$ cat src/rtl/mem_arb_pkg.sv
// mem_arb_pkg: shared constants for the memory-port arbiter.
//   - FSM state encoding (DRAIN / IDLE / BUSY)
//   - NREQ_MAX: largest supported requester count
//   - clog2 / idx_w: width helpers for requester indices
package mem_arb_pkg;

  typedef logic [1:0] arb_state_t;

  localparam arb_state_t ST_DRAIN = 2'd0;
  localparam arb_state_t ST_IDLE  = 2'd1;
  localparam arb_state_t ST_BUSY  = 2'd2;

  localparam int NREQ_MAX = 8;

  function automatic int clog2(input int n);
    int r;
    r = 0;
    for (int v = 1; v < n; v = v * 2) r++;
    return r;
  endfunction

  // A requester index needs at least one bit even when clog2 would give zero.
  function automatic int idx_w(input int n);
    return (n > 1) ? clog2(n) : 1;
  endfunction

endpackage

$ cat src/rtl/mem_arbiter_if.sv
// mem_arbiter_if: byte-wide link between the arbiter and the memory controller.
//   mem_addr  : byte address to memory.addr
//   mem_wdata : write data to memory.data_i
//   mem_rdata : read data from memory.data_o
//   mem_we    : write enable to memory.write_enable
//   mem_go    : start/hold request to memory.go
//   mem_done  : completion from memory.done
// master = arbiter side, slave = memory side.
interface mem_arbiter_if #(
  parameter int ADDR_W = 32,
  parameter int DATA_W = 8
);
  logic [ADDR_W-1:0] mem_addr;
  logic [DATA_W-1:0] mem_wdata;
  logic [DATA_W-1:0] mem_rdata;
  logic              mem_we;
  logic              mem_go;
  logic              mem_done;

  modport master (
    output mem_addr, mem_wdata, mem_we, mem_go,
    input  mem_rdata, mem_done
  );

  modport slave (
    input  mem_addr, mem_wdata, mem_we, mem_go,
    output mem_rdata, mem_done
  );
endinterface

$ cat src/rtl/mem_arb_pick.sv
// mem_arb_pick: combinational winner picker.
//   req   : pending requests
//   ptr   : round-robin search start (ignored in fixed-priority builds)
//   grant : one-hot winner, zero when no request
//   idx   : binary winner index, zero when no request
// MEM_ARB_ROUND_ROBIN_EN defined: search starts at ptr and wraps.
// Otherwise: lowest index wins.
module mem_arb_pick import mem_arb_pkg::*; #(
  parameter  int NREQ  = 2,
  localparam int IDX_W = idx_w(NREQ)
) (
  input  logic [NREQ-1:0]  req,
  input  logic [IDX_W-1:0] ptr,
  output logic [NREQ-1:0]  grant,
  output logic [IDX_W-1:0] idx
);

  logic [IDX_W-1:0] cand;

`ifdef MEM_ARB_ROUND_ROBIN_EN
  int   c;
  logic found;
`else
  logic unused_ptr;
  assign unused_ptr = ^ptr;
`endif

  always_comb begin
    grant = '0;
    idx   = '0;
    cand  = '0;
`ifdef MEM_ARB_ROUND_ROBIN_EN
    found = 1'b0;
    c     = 0;
    // ptr is always < NREQ, so one subtraction is enough for the wrap.
    for (int k = 0; k < NREQ; k++) begin
      c = int'(ptr) + k;
      if (c >= NREQ) c = c - NREQ;
      cand = c[IDX_W-1:0];
      if (!found && req[cand]) begin
        found       = 1'b1;
        grant[cand] = 1'b1;
        idx         = cand;
      end
    end
`else
    // Scan downward so the lowest set index is the last one written.
    for (int i = NREQ - 1; i >= 0; i--) begin
      cand = i[IDX_W-1:0];
      if (req[cand]) begin
        grant       = '0;
        grant[cand] = 1'b1;
        idx         = cand;
      end
    end
`endif
  end

endmodule

$ cat src/rtl/mem_arbiter.sv
// mem_arbiter: shares one byte-wide memory controller port between NREQ
// requesters. Each requester holds a one-byte read or write request until
// it sees a one-cycle ack; read data is returned on rdata in the ack cycle.
//   clk, rst_n          : clock, synchronous active-low reset
//   req/req_we          : per-requester request level and write flag
//   req_addr/req_wdata  : packed per-requester address and write data
//   ack                 : one-hot completion pulse
//   rdata               : last read data, held between acks
//   busy                : high whenever the FSM is not in IDLE
//   mem                 : mem_arbiter_if.master towards the memory controller
// Build option: MEM_ARB_ROUND_ROBIN_EN selects round-robin arbitration,
// otherwise fixed priority (lowest index wins).
//
// state    | meaning
// DRAIN    | waiting for mem_done low before a new grant (reset state)
// IDLE     | no transfer, grant on any request
// BUSY     | mem_go high, fields frozen, waiting for mem_done
module mem_arbiter import mem_arb_pkg::*; #(
  parameter int NREQ   = 2,
  parameter int ADDR_W = 32,
  parameter int DATA_W = 8
) (
  input  logic                   clk,
  input  logic                   rst_n,
  input  logic [NREQ-1:0]        req,
  input  logic [NREQ-1:0]        req_we,
  input  logic [NREQ*ADDR_W-1:0] req_addr,
  input  logic [NREQ*DATA_W-1:0] req_wdata,
  output logic [NREQ-1:0]        ack,
  output logic [DATA_W-1:0]      rdata,
  output logic                   busy,
  mem_arbiter_if.master          mem
);

  localparam int IDX_W = idx_w(NREQ);

  arb_state_t       state;
  logic [NREQ-1:0]  win_grant;
  logic [IDX_W-1:0] ptr;
  logic [NREQ-1:0]  pick_grant;
  logic [IDX_W-1:0] pick_idx;

  logic [ADDR_W-1:0] addr_arr  [NREQ];
  logic [DATA_W-1:0] wdata_arr [NREQ];

  for (genvar g = 0; g < NREQ; g++) begin : g_unpack
    assign addr_arr[g]  = req_addr[g*ADDR_W +: ADDR_W];
    assign wdata_arr[g] = req_wdata[g*DATA_W +: DATA_W];
  end

  mem_arb_pick #(.NREQ(NREQ)) u_pick (
    .req   (req),
    .ptr   (ptr),
    .grant (pick_grant),
    .idx   (pick_idx)
  );

`ifdef MEM_ARB_ROUND_ROBIN_EN
  always_ff @(posedge clk) begin
    if (!rst_n) begin
      ptr <= '0;
    end else if (state == ST_IDLE && |req) begin
      if (int'(pick_idx) == NREQ - 1) ptr <= '0;
      else                            ptr <= pick_idx + 1'b1;
    end
  end
`else
  assign ptr = '0;
`endif

  always_ff @(posedge clk) begin
    if (!rst_n) begin
      state         <= ST_DRAIN;
      ack           <= '0;
      rdata         <= '0;
      win_grant     <= '0;
      mem.mem_go    <= 1'b0;
      mem.mem_we    <= 1'b0;
      mem.mem_addr  <= '0;
      mem.mem_wdata <= '0;
    end else begin
      ack <= '0;
      case (state)
        ST_DRAIN: begin
          // Lets a transfer cut short by reset finish inside memory.
          if (!mem.mem_done) state <= ST_IDLE;
        end
        ST_IDLE: begin
          if (|req) begin
            mem.mem_addr  <= addr_arr[pick_idx];
            mem.mem_wdata <= wdata_arr[pick_idx];
            mem.mem_we    <= req_we[pick_idx];
            mem.mem_go    <= 1'b1;
            win_grant     <= pick_grant;
            state         <= ST_BUSY;
          end
        end
        ST_BUSY: begin
          if (mem.mem_done) begin
            if (!mem.mem_we) rdata <= mem.mem_rdata;
            ack        <= win_grant;
            mem.mem_go <= 1'b0;
            state      <= ST_DRAIN;
          end
        end
        default: state <= ST_DRAIN;
      endcase
    end
  end

  assign busy = (state != ST_IDLE);

endmodule

$ cat src/flat_wrapper.sv
// flat-port wrapper written by rule: the top's interface ports become plain ports
module mem_arbiter_flat import mem_arb_pkg::*;
#(
  parameter int NREQ   = 2,
  parameter int ADDR_W = 32,
  parameter int DATA_W = 8
)
  (clk, rst_n, req, req_we, req_addr, req_wdata, ack, rdata, busy, mem_mem_addr, mem_mem_wdata, mem_mem_we, mem_mem_go, mem_mem_rdata, mem_mem_done);
  mem_arbiter_if #(.ADDR_W(ADDR_W), .DATA_W(DATA_W)) mem_i ();
  input  logic clk;
  input  logic rst_n;
  input  logic [NREQ-1:0] req;
  input  logic [NREQ-1:0] req_we;
  input  logic [NREQ*ADDR_W-1:0] req_addr;
  input  logic [NREQ*DATA_W-1:0] req_wdata;
  output logic [NREQ-1:0] ack;
  output logic [DATA_W-1:0] rdata;
  output logic busy;
  output wire logic [$bits(mem_i.mem_addr)-1:0] mem_mem_addr;
  output wire logic [$bits(mem_i.mem_wdata)-1:0] mem_mem_wdata;
  output wire logic [$bits(mem_i.mem_we)-1:0] mem_mem_we;
  output wire logic [$bits(mem_i.mem_go)-1:0] mem_mem_go;
  input wire logic [$bits(mem_i.mem_rdata)-1:0] mem_mem_rdata;
  input wire logic [$bits(mem_i.mem_done)-1:0] mem_mem_done;
  assign mem_mem_addr = mem_i.mem_addr;
  assign mem_mem_wdata = mem_i.mem_wdata;
  assign mem_mem_we = mem_i.mem_we;
  assign mem_mem_go = mem_i.mem_go;
  assign mem_i.mem_rdata = mem_mem_rdata;
  assign mem_i.mem_done = mem_mem_done;
  mem_arbiter #(.NREQ(NREQ), .ADDR_W(ADDR_W), .DATA_W(DATA_W)) u_core (.clk(clk), .rst_n(rst_n), .req(req), .req_we(req_we), .req_addr(req_addr), .req_wdata(req_wdata), .ack(ack), .rdata(rdata), .busy(busy), .mem(mem_i));
endmodule
$ cat config.mk
export PLATFORM = sky130hd
export DESIGN_NAME = mem_arbiter_flat
export DESIGN_NICKNAME = d
export VERILOG_FILES = /design/src/rtl/mem_arb_pkg.sv /design/src/rtl/mem_arbiter_if.sv /design/src/rtl/mem_arb_pick.sv /design/src/rtl/mem_arbiter.sv /design/src/flat_wrapper.sv
export SDC_FILE = /design/constraint.sdc
export NUM_CORES = 1
export LEC_CHECK = 0
export ABC_AREA = 1
export CELL_PAD_IN_SITES_DETAIL_PLACEMENT = 0
export CELL_PAD_IN_SITES_GLOBAL_PLACEMENT = 2
export CORE_MARGIN = 2
export CORE_UTILIZATION = 27
export DETAILED_ROUTE_END_ITERATION = 8
export DONT_BUFFER_PORTS = 1
export PLACE_DENSITY = 0.84
export SLEW_MARGIN = 20
export SYNTH_ARGS = -nofsm -noshare
export SYNTH_HDL_FRONTEND = slang
export SYNTH_SLANG_ARGS = --single-unit
$ cat constraint.sdc
create_clock -name clk -period 1.1 [get_ports clk]
set_clock_uncertainty 0.15 [all_clocks]
set_input_delay 0.11 -clock clk [delete_from_list [all_inputs] [get_ports clk]]
set_output_delay 0.11 -clock clk [all_outputs]
set_load 0.005 [all_outputs]
# After elaboration in Yosys (flattened, before gate mapping)
# Index checks and enable logic that the tools add are counted.
# W data, S select, Z words.
dict set report totals {
  ff_bits 56
  latchBits 0
  ramBits 0
  romBits 0
  inputBits 95
  out_inout_bits 53
  elab_cells 45
  mem_count 0
}
dict set report op_classes {
  add_sub_neg 0
  multipliers 0
  div_mod_pow 0
  n_lt_le_gt_ge 2
  eq_ne 6
  n_shift 0
  n_mux 19
  bitwise_logic 2
  n_reduce_logical 8
}
# operator count
set op_table {}
lappend op_table {{$mux W32} 3}
lappend op_table {{$mux W8} 3}
lappend op_table {{$reduce_and A3 Y1} 4}
lappend op_table {{$mux W2} 5}
lappend op_table {{$mux W1} 6}
lappend op_table {{$pmux W2 S3} 1}
lappend op_table {{$ne A2 B1 Y1 const B} 2}
lappend op_table {{$ne A2 B2 Y1 const B} 2}
lappend op_table {{$eq A2 B1 Y1 const B} 1}
lappend op_table {{$eq A2 B2 Y1 const B} 1}
lappend op_table {{$ge A2 B2 Y1 const B} 1}
lappend op_table {{$logic_not A2 Y1} 1}
lappend op_table {{$lt A1 B2 Y1 const B} 1}
lappend op_table {{$not A1 Y2} 1}
lappend op_table {{$pmux W1 S2} 1}
lappend op_table {{$reduce_and A2 Y1} 1}
lappend op_table {{$reduce_bool A2 Y1} 1}
lappend op_table {{$reduce_or A2 Y1} 1}
lappend op_table {{$not A1 Y1} 1}

# Longest topological paths before layout
# Gate-level depths: netlist of run 1.
dict set report depth {
  ltp_word 6
  ltp_mapped 7
  ltp_nobuf 6
}

# Hierarchy
# Synthesis of run 1 repeated with hierarchy kept, for this count alone.
dict set report unflattened {
  hier_cells 491
  area_unflattened_um2 2889.0
}
# module n_inst cells_per_inst area_per_inst_um2 seq_area_each_um2
set modules_own_cells {}
lappend modules_own_cells {mem_arbiter 1 487 2864.0 1121.1}
lappend modules_own_cells {mem_arb_pick 1 4 25.0 0.0}

# Worst setup path before layout of run 1
# No wires, ideal clock.
dict set report synth_timing {
  path_type {reg2reg}
  from {register u_core.state[1]}
  to {register u_core.rdata[5]}
  setup_time_ns 0.113
  arrival_ns 0.968
  required_ns 0.837
  setup_slack_ns -0.131
  stages_incl_launch_ff 7
  path_buffers 1
  period_less_slack_ns 1.231
  path_cell_list {dfxtp_1 > nand2_2 > nor2_4 > buf_6 > nand2_1 > nand2_1 > nor2_1}
}
dict set report synth_between {
  elab_chain_cells 2
}
# element line
set synth_lines {}
lappend synth_lines {{from (decl)} mem_arbiter.sv:37} ;# arb_state_t state;
lappend synth_lines {{from (signal assigned)} mem_arbiter.sv:73} ;# state <= ST_DRAIN;
lappend synth_lines {{from (signal assigned)} mem_arbiter.sv:86} ;# if (!mem.mem_done) state <= ST_IDLE;
lappend synth_lines {{from (signal assigned)} mem_arbiter.sv:95} ;# state <= ST_BUSY;
lappend synth_lines {{$eq A2 B2 Y1} mem_arbiter.sv:83} ;# case (state)
lappend synth_lines {{$reduce_and A3 Y1 (no source line)} n/a}
lappend synth_lines {{to (signal assigned)} mem_arbiter.sv:100} ;# if (!mem.mem_we) rdata <= mem.mem_rdata;
lappend synth_lines {{to (decl)} mem_arbiter.sv:30} ;# output logic [DATA_W-1:0] rdata,
# No other way between the ends.
# A chain may end at the register's enable or synchronous reset.

# Worst setup path after layout of run 1
dict set report layout_timing {
  from {register u_core.state[1]}
  to {register u_core.mem.mem_addr[31]}
}
dict set report layout_between {
  elab_chain_cells 2
}
# element line
set layout_lines {}
lappend layout_lines {{$eq A2 B1 Y1} mem_arbiter.sv:83}
lappend layout_lines {{$reduce_and A2 Y1 (no source line)} n/a}
lappend layout_lines {{to (signal assigned)} mem_arbiter.sv:90} ;# mem.mem_addr <= addr_arr[pick_idx];
lappend layout_lines {{to (decl)} mem_arbiter_if.sv:21} ;# output mem_addr, mem_wdata, mem_we, mem_go,
# No other way between the ends.

==> impl_metrics.tcl, run 1 <==
set metrics [dict create \
    outcome "finished, violations left" \
    violations "hold timing, setup timing" \
    grt_first_pass_wirelength_mm 11.3 \
    io_pins 148 \
    fmax_mhz 780 \
    final_max_slew_violation_count 0 \
    core.rowCount 38 \
    crit_path_frequent_cell "sky130_fd_sc_hd__nor2_1" \
    nets 623 \
    synth-seq-cells 56 \
    critPathSlowestCell "sky130_fd_sc_hd__dfxtp_4" \
    synth_top_area_share_pct 37.5 \
    critPathBufInv 2 \
    antenna_diodes 0 \
    synth-edff-count 0 \
    largest_area_contributor_in_the_netlist "sky130_fd_sc_hd__dfxtp_1" \
    place.gp.congestion 0.744 \
    layout.cell_area.non_filler_um2 3490 \
    seq_total_area_yosys_pct 37.5 \
    power.switching_fraction_pct 30.6 \
    clkPwrFrac_pct 29.8 \
    congestion_overflow_gr 0 \
    total_via_count_in_the_routed_design 2695 \
    netlist-cell-type-count 16 \
    post_route_cells_drive_above_1_share_pct 9.45 \
    h-tree-depth 2 \
    post_cts_hold_buffer_count 5 \
    buffer_ports.inserted 0 \
    cp-start-kind "flop" \
    power-per-cell-area_nw_per_um2 1230 \
    synthMostInstantiatedCell "sky130_fd_sc_hd__nand2_1" \
    report.final.hold_viol_count 49 \
    placed_cell_area_um2 3220 \
    drtIter0Drc 135 \
    timing.hold.worst_endpoint "u_core.mem.mem_wdata[2]" \
    critical_path_class "reg2reg" \
    clock-sinks 56 \
    detailroute.wirelength.met2_mm 3.34 \
    clockRootBuffer "sky130_fd_sc_hd__clkbuf_8" \
    power_frac_seq_pct 52.9 \
    number_of_global_route_vias_before_repair 2477 \
    synth_commonest_cells "187 x sky130_fd_sc_hd__nand2_1, 141 x sky130_fd_sc_hd__nor2_1, 93 x sky130_fd_sc_hd__inv_1" \
    switching_power_mw 1.31 \
    initial_core_utilization_pct 27.6 \
    worstPathCellList "inv_2 -> nand2_4 -> nor2_4 -> buf_12 -> nand2_1 -> nor2_1 -> nor2_1" \
    req_time_crit_path_ns 1.18 \
    routed_wire_length_per_instance_um 11.1 \
    routedLengthMet1_mm 3.20 \
    core_area_um2 10800 \
    setup_slack_ns -0.182 \
    synthArstFlopShare_pct 0 \
    hold_start "rst_n" \
    p_leak_nw 1.90 \
    pwr-share-comb_pct 17.3 \
    grt.total_usage_pct 12.1 \
    internal_power_mw 2.98 \
    synth.avg_cell_area_um2 5.77 \
    finalCriticalPeriod_ns 1.28 \
    max-vdd-ir-drop_v 0.000491 \
    synth_area_um2 2990 \
    clk_latency_ns 0.33 \
    fp.dieH_um 109 \
    tritoncts_clock_tree "built" \
    utilization_pct 32.2 \
    number_of_buffers_created_by_cts 5 \
    first_pass_iters 4 \
    rsz0062_at_grt "yes" \
    setup-violations-final 55 \
    die_area_um2 11900 \
    dr_wl_met3_um 797 \
    worstPathArrival_ns 1.36 \
    synth_top_cells_by_area "sky130_fd_sc_hd__dfxtp_1 37%, sky130_fd_sc_hd__nand2_1 23%, sky130_fd_sc_hd__nor2_1 18%" \
    postSynth.topFlopCell "sky130_fd_sc_hd__dfxtp_1" \
    r2r_setup_slack_ns -0.18 \
    worst_path_dominant_cell_family "simple AND/OR/NAND/NOR gates" \
    x_dimension_of_the_die_um 109 \
    hold_slack_ns -0.261 \
    regToRegStartpoint "u_core.state[1]" \
    route.antenna.remaining_nets 0 \
    top_layer "met4" \
    synth_nets 614 \
    drv_cap 0 \
    place_hpwl_mm 5.06 \
    worstRegToRegCells 7 \
    areaGrowthSynthToFinish_pct 16.6 \
    timing.critical_path.fanout_max 22 \
    wirelength_mm 7.42 \
    drc_violations 0 \
    clk_transition_reported_paths_ns 0.12 \
    critical_path.reg2reg.endpoint "u_core.mem.mem_addr[31]" \
    worst_slew_margin_rel_pct 76.8 \
    via_per_inst 4.03 \
    end_kind "flop" \
    cts.path.max_buffers 2 \
    holdPathStages 2 \
    antenna_found_initial 0 \
    cp_slowest_stage_delay_ns 0.38 \
    fin_crit_sh_pct 117 \
    max_slew.worst_pin.slew_ns 0.346 \
    synth_warnings 0 \
    synth_cells 519 \
    hold_path.class "in2reg" \
    grt_start_max_net_pins 51 \
]
power groups by stage:
stage | clock network, mW | registers [mW] | logic (mW)
CTS | 1.36 | 2.28 | 0.715
detailed placement | 0 | 2.32 | 0.680
global placement | 0 | 2.32 | 0.673
finish | 1.28 | 2.27 | 0.742
global route | 1.46 | 2.29 | 0.868
floorplan | 0 | 2.29 | 0.559
metal layers:
metal,vias up,GRT usage (%)
li1,1473,-
met1,1126,13.6
met2,88,20.5
met3,8,5.50
met4,0,3.25
met5,-,0
state kept, by name, summed over array words and instances (netlist names):
register              cells
u_core.state              2
u_core.ack                2
u_core.mem.mem_wdata      8
u_core.mem.mem_go         1
u_core.rdata              8
u_core.mem.mem_addr      32
u_core.win_grant          2
u_core.mem.mem_we         1
worst max path at each step:
stage / slack [ns] / cells after the start / startpoint / to
2_1_floorplan: -0.06 / 7 / u_core.state[1] / u_core.mem.mem_addr[0]
3_3_place_gp: -0.14 / 7 / u_core.state[1] / u_core.mem.mem_addr[20]
3_5_place_dp: -0.15 / 7 / u_core.state[1] / u_core.mem.mem_addr[10]
4_1_cts: -0.18 / 7 / u_core.state[1] / u_core.mem.mem_addr[16]
5_1_grt: -0.30 / 7 / u_core.state[1] / u_core.mem.mem_addr[16]
6_report: -0.18 / 7 / u_core.state[1] / u_core.mem.mem_addr[31]
through the flow:
| stage | hold WS, ns | std cells | TNS, ns | total power, mW | setup slack [ns] |
|---|---|---|---|---|---|
| 2_1_floorplan | 0.107 | 519 | -2.71 | 2.85 | -0.0646 |
| 3_3_place_gp | 0.0937 | 651 | -5.87 | 2.99 | -0.144 |
| 3_5_place_dp | 0.0946 | 651 | -6.26 | 3.00 | -0.154 |
| 4_1_cts | -0.279 | 666 | -7.63 | 4.35 | -0.184 |
| 5_1_grt | -0.285 | 669 | -13.02 | 4.62 | -0.300 |
| 6_report | -0.261 | 669 | -8.15 | 4.29 | -0.182 |
cell families after synthesis:
logic type	share of synthesized area, %
buffers and inverters	17.4
AOI/OAI and AO/OA	0.836
and+or+nand+nor	44.3
DFF	37.5
final cells by class:
type,instances,area [µm²]
inverter,95,357
fill,1234,7350
tap,140,175
multi-input combinational,345,1400
timing repair buffer,25,333
clock buffer,5,68.8
sequential,56,1130
clock inverter,3,28.8
layout by cell type (no fill, tap or decap), drive strengths merged:
master,instances
dfxtp,56
nor3,1
nor2,144
nand2,191
buf,19
clkbuf,6
nand3,2
dlygate4sd3,5
inv,98
a21oi,5
nor3b,2
repair_timing:
| item | CTS | global route |
|---|---|---|
| resized for setup | 6 | 11 |
| cloned | 0 | 2 |
| pin swaps | 0 | 2 |
| setup endpoints to repair | 55 | 58 |
| setup buffers | 2 | 1 |
| endpoints found under the hold margin | 56 | 49 |
Power figures use the tool's default switching activity.
==> run 2: changes to the inputs <==
Settings changed: SKIP_LAST_GASP set to 1.
==> impl_metrics.tcl, run 2 (synthesis gave the netlist of run 1 again) <==
set metrics [dict create \
    outcome "finished, violations left" \
    violations "hold timing, setup timing" \
    drc_violations 0 \
    top_register "u_core.mem.mem_addr" \
    final_max_slew_violation_count 0 \
    p_leak_nw 1.90 \
    reg.largest.list "u_core.mem.mem_addr: 32 flops, u_core.mem.mem_wdata: 8 flops, u_core.rdata: 8 flops" \
    drv_cap 0 \
    fmax_mhz 781 \
    cts.path.max_buffers 2 \
    worst_path_dominant_cell_family "simple AND/OR/NAND/NOR gates" \
    report.final.hold_viol_count 49 \
    wirelength_mm 7.39 \
    finalCriticalPeriod_ns 1.28 \
    clockRootBuffer "sky130_fd_sc_hd__clkbuf_8" \
    post_cts_hold_buffer_count 5 \
    antenna_found_initial 0 \
    grt.total_usage_pct 12.1 \
    antenna_diodes 0 \
    nets 623 \
    routed_wire_length_per_instance_um 11.1 \
    post_route_cells_drive_above_1_share_pct 8.51 \
    die_area_um2 11900 \
    timing.critical_path.fanout_max 22 \
    cp-start-kind "flop" \
    core_area_um2 10800 \
    fp.dieH_um 109 \
    crit_path_frequent_cell "sky130_fd_sc_hd__nor2_1" \
    groute.layer.met3.usage_pct 5.50 \
    end_kind "flop" \
    first_pass_iters 4 \
    worst_slew_margin_rel_pct 76.9 \
    setup-violations-final 55 \
    buffer_ports.inserted 0 \
    most-common-layout-cells "187 x sky130_fd_sc_hd__nand2_1, 141 x sky130_fd_sc_hd__nor2_1, 93 x sky130_fd_sc_hd__inv_1" \
    grt_start_max_net_pins 51 \
    rsz0062_at_grt "yes" \
    power-per-cell-area_nw_per_um2 1230 \
    max_slew.worst_pin.slew_ns 0.345 \
    fillerInstances 1230 \
    worstRegToRegCells 7 \
    fin_crit_sh_pct 116 \
    busiest_layer "met2" \
    grt_use_met1_pct 13.6 \
    dp_worst_setup_slack_ns -0.154 \
    hold_path.class "in2reg" \
    critPathSlowestCell "sky130_fd_sc_hd__dfxtp_4" \
    max-vdd-ir-drop_v 0.000491 \
    cp_slowest_stage_delay_ns 0.38 \
    crit_cells 7 \
    place_hpwl_mm 5.06 \
    grt_first_pass_wirelength_mm 11.3 \
    io_pins 148 \
    tritoncts_clock_tree "built" \
    number_of_buffers_created_by_cts 5 \
    largest_register_ff_count 32 \
    initial_core_utilization_pct 27.6 \
    congestion_overflow_gr 0 \
    clk_latency_ns 0.33 \
    place.gp.congestion 0.744 \
    route.antenna.remaining_nets 0 \
    holdPathStages 2 \
    areaGrowthSynthToFinish_pct 16.2 \
    layout.cells.most_common "sky130_fd_sc_hd__nand2_1" \
    clock-sinks 56 \
    h-tree-depth 2 \
    hold_slack_ns -0.260 \
    worstPathArrival_ns 1.36 \
    total_via_count_in_the_routed_design 2697 \
    via_per_inst 4.03 \
    core.rowCount 38 \
    groute.layer.met2.usage_pct 20.6 \
    clk_transition_reported_paths_ns 0.12 \
    x_dimension_of_the_die_um 109 \
    number_of_global_route_vias_before_repair 2481 \
    worstPathCellList "inv_2 -> nand2_4 -> nor2_4 -> buf_12 -> nand2_1 -> nor2_1 -> nor2_1" \
    setup_slack_ns -0.181 \
    critPathBufInv 2 \
    req_time_crit_path_ns 1.18 \
    drtIter0Drc 146 \
    critical_path_class "reg2reg" \
]
## run 2: changes by cell type in the layout (fill, tap and decap cells not counted)
cell / delta
sky130_fd_sc_hd__nor2_1: +1
sky130_fd_sc_hd__nand2_2: -4
sky130_fd_sc_hd__nor2_2: -1
sky130_fd_sc_hd__nand2_1: +4
## run 2: final timing paths
check | start | to | slack [ns]
worst min-delay path | rst_n | u_core.mem.mem_wdata[2] | -0.26
worst max register to register | u_core.state[1] | u_core.mem.mem_addr[31] | -0.18
worst max-delay path | u_core.state[1] | u_core.mem.mem_addr[31] | -0.18
worst min register to register | u_core.win_grant[1] | u_core.win_grant[1] | 0.33
## run 2: timing repair
item,CTS,global route
gates resized for setup,3,9
pin swaps,0,2
setup endpoints to repair,55,58
cloned,0,2
buffers inserted,2,1
hold endpoints to repair,56,49
## run 2: area by class of cell
| class | count | area [µm²] | share of cell area [%] |
|---|---|---|---|
| inverters | 95 | 357 | 10.3 |
| clock inverters | 3 | 28.8 | 0.828 |
| well taps | 140 | 175 | 5.04 |
| multi-input cells | 345 | 1390 | 39.8 |
| repair buffers | 25 | 333 | 9.57 |
| clock buffers | 5 | 68.8 | 1.98 |
| flip-flops and latches | 56 | 1130 | 32.5 |
## run 2: metrics by stage
step	std cells	TNS [ns]	utilization, %	total power [mW]	instance area [µm²]
3_3_place_gp	651	-5.87	29.7	2.99	3220
2_1_floorplan	519	-2.71	-	2.85	3000
6_report	669	-8.03	32.1	4.29	3480
4_1_cts	666	-7.65	31.3	4.35	3390
5_1_grt	669	-12.84	32.1	4.61	3480
3_5_place_dp	651	-6.26	29.7	3.00	3220
## run 2: report_power, final
group          internal (mW)  leakage, nW  switching, mW
registers               2.16        0.459          0.108
logic                  0.333         1.39          0.402
clock network          0.484       0.0511          0.799
total                   2.98         1.90           1.31
## run 2: per-layer routing
layer | wire [µm] | part of all wire [%] | vias to the layer above
li1 | - | - | 1476
met1 | 3230 | 44 | 1123
met2 | 3290 | 45 | 90
met3 | 788 | 11 | 8
met4 | 79 | 1.1 | 0
met5 | 0 | 0 | -
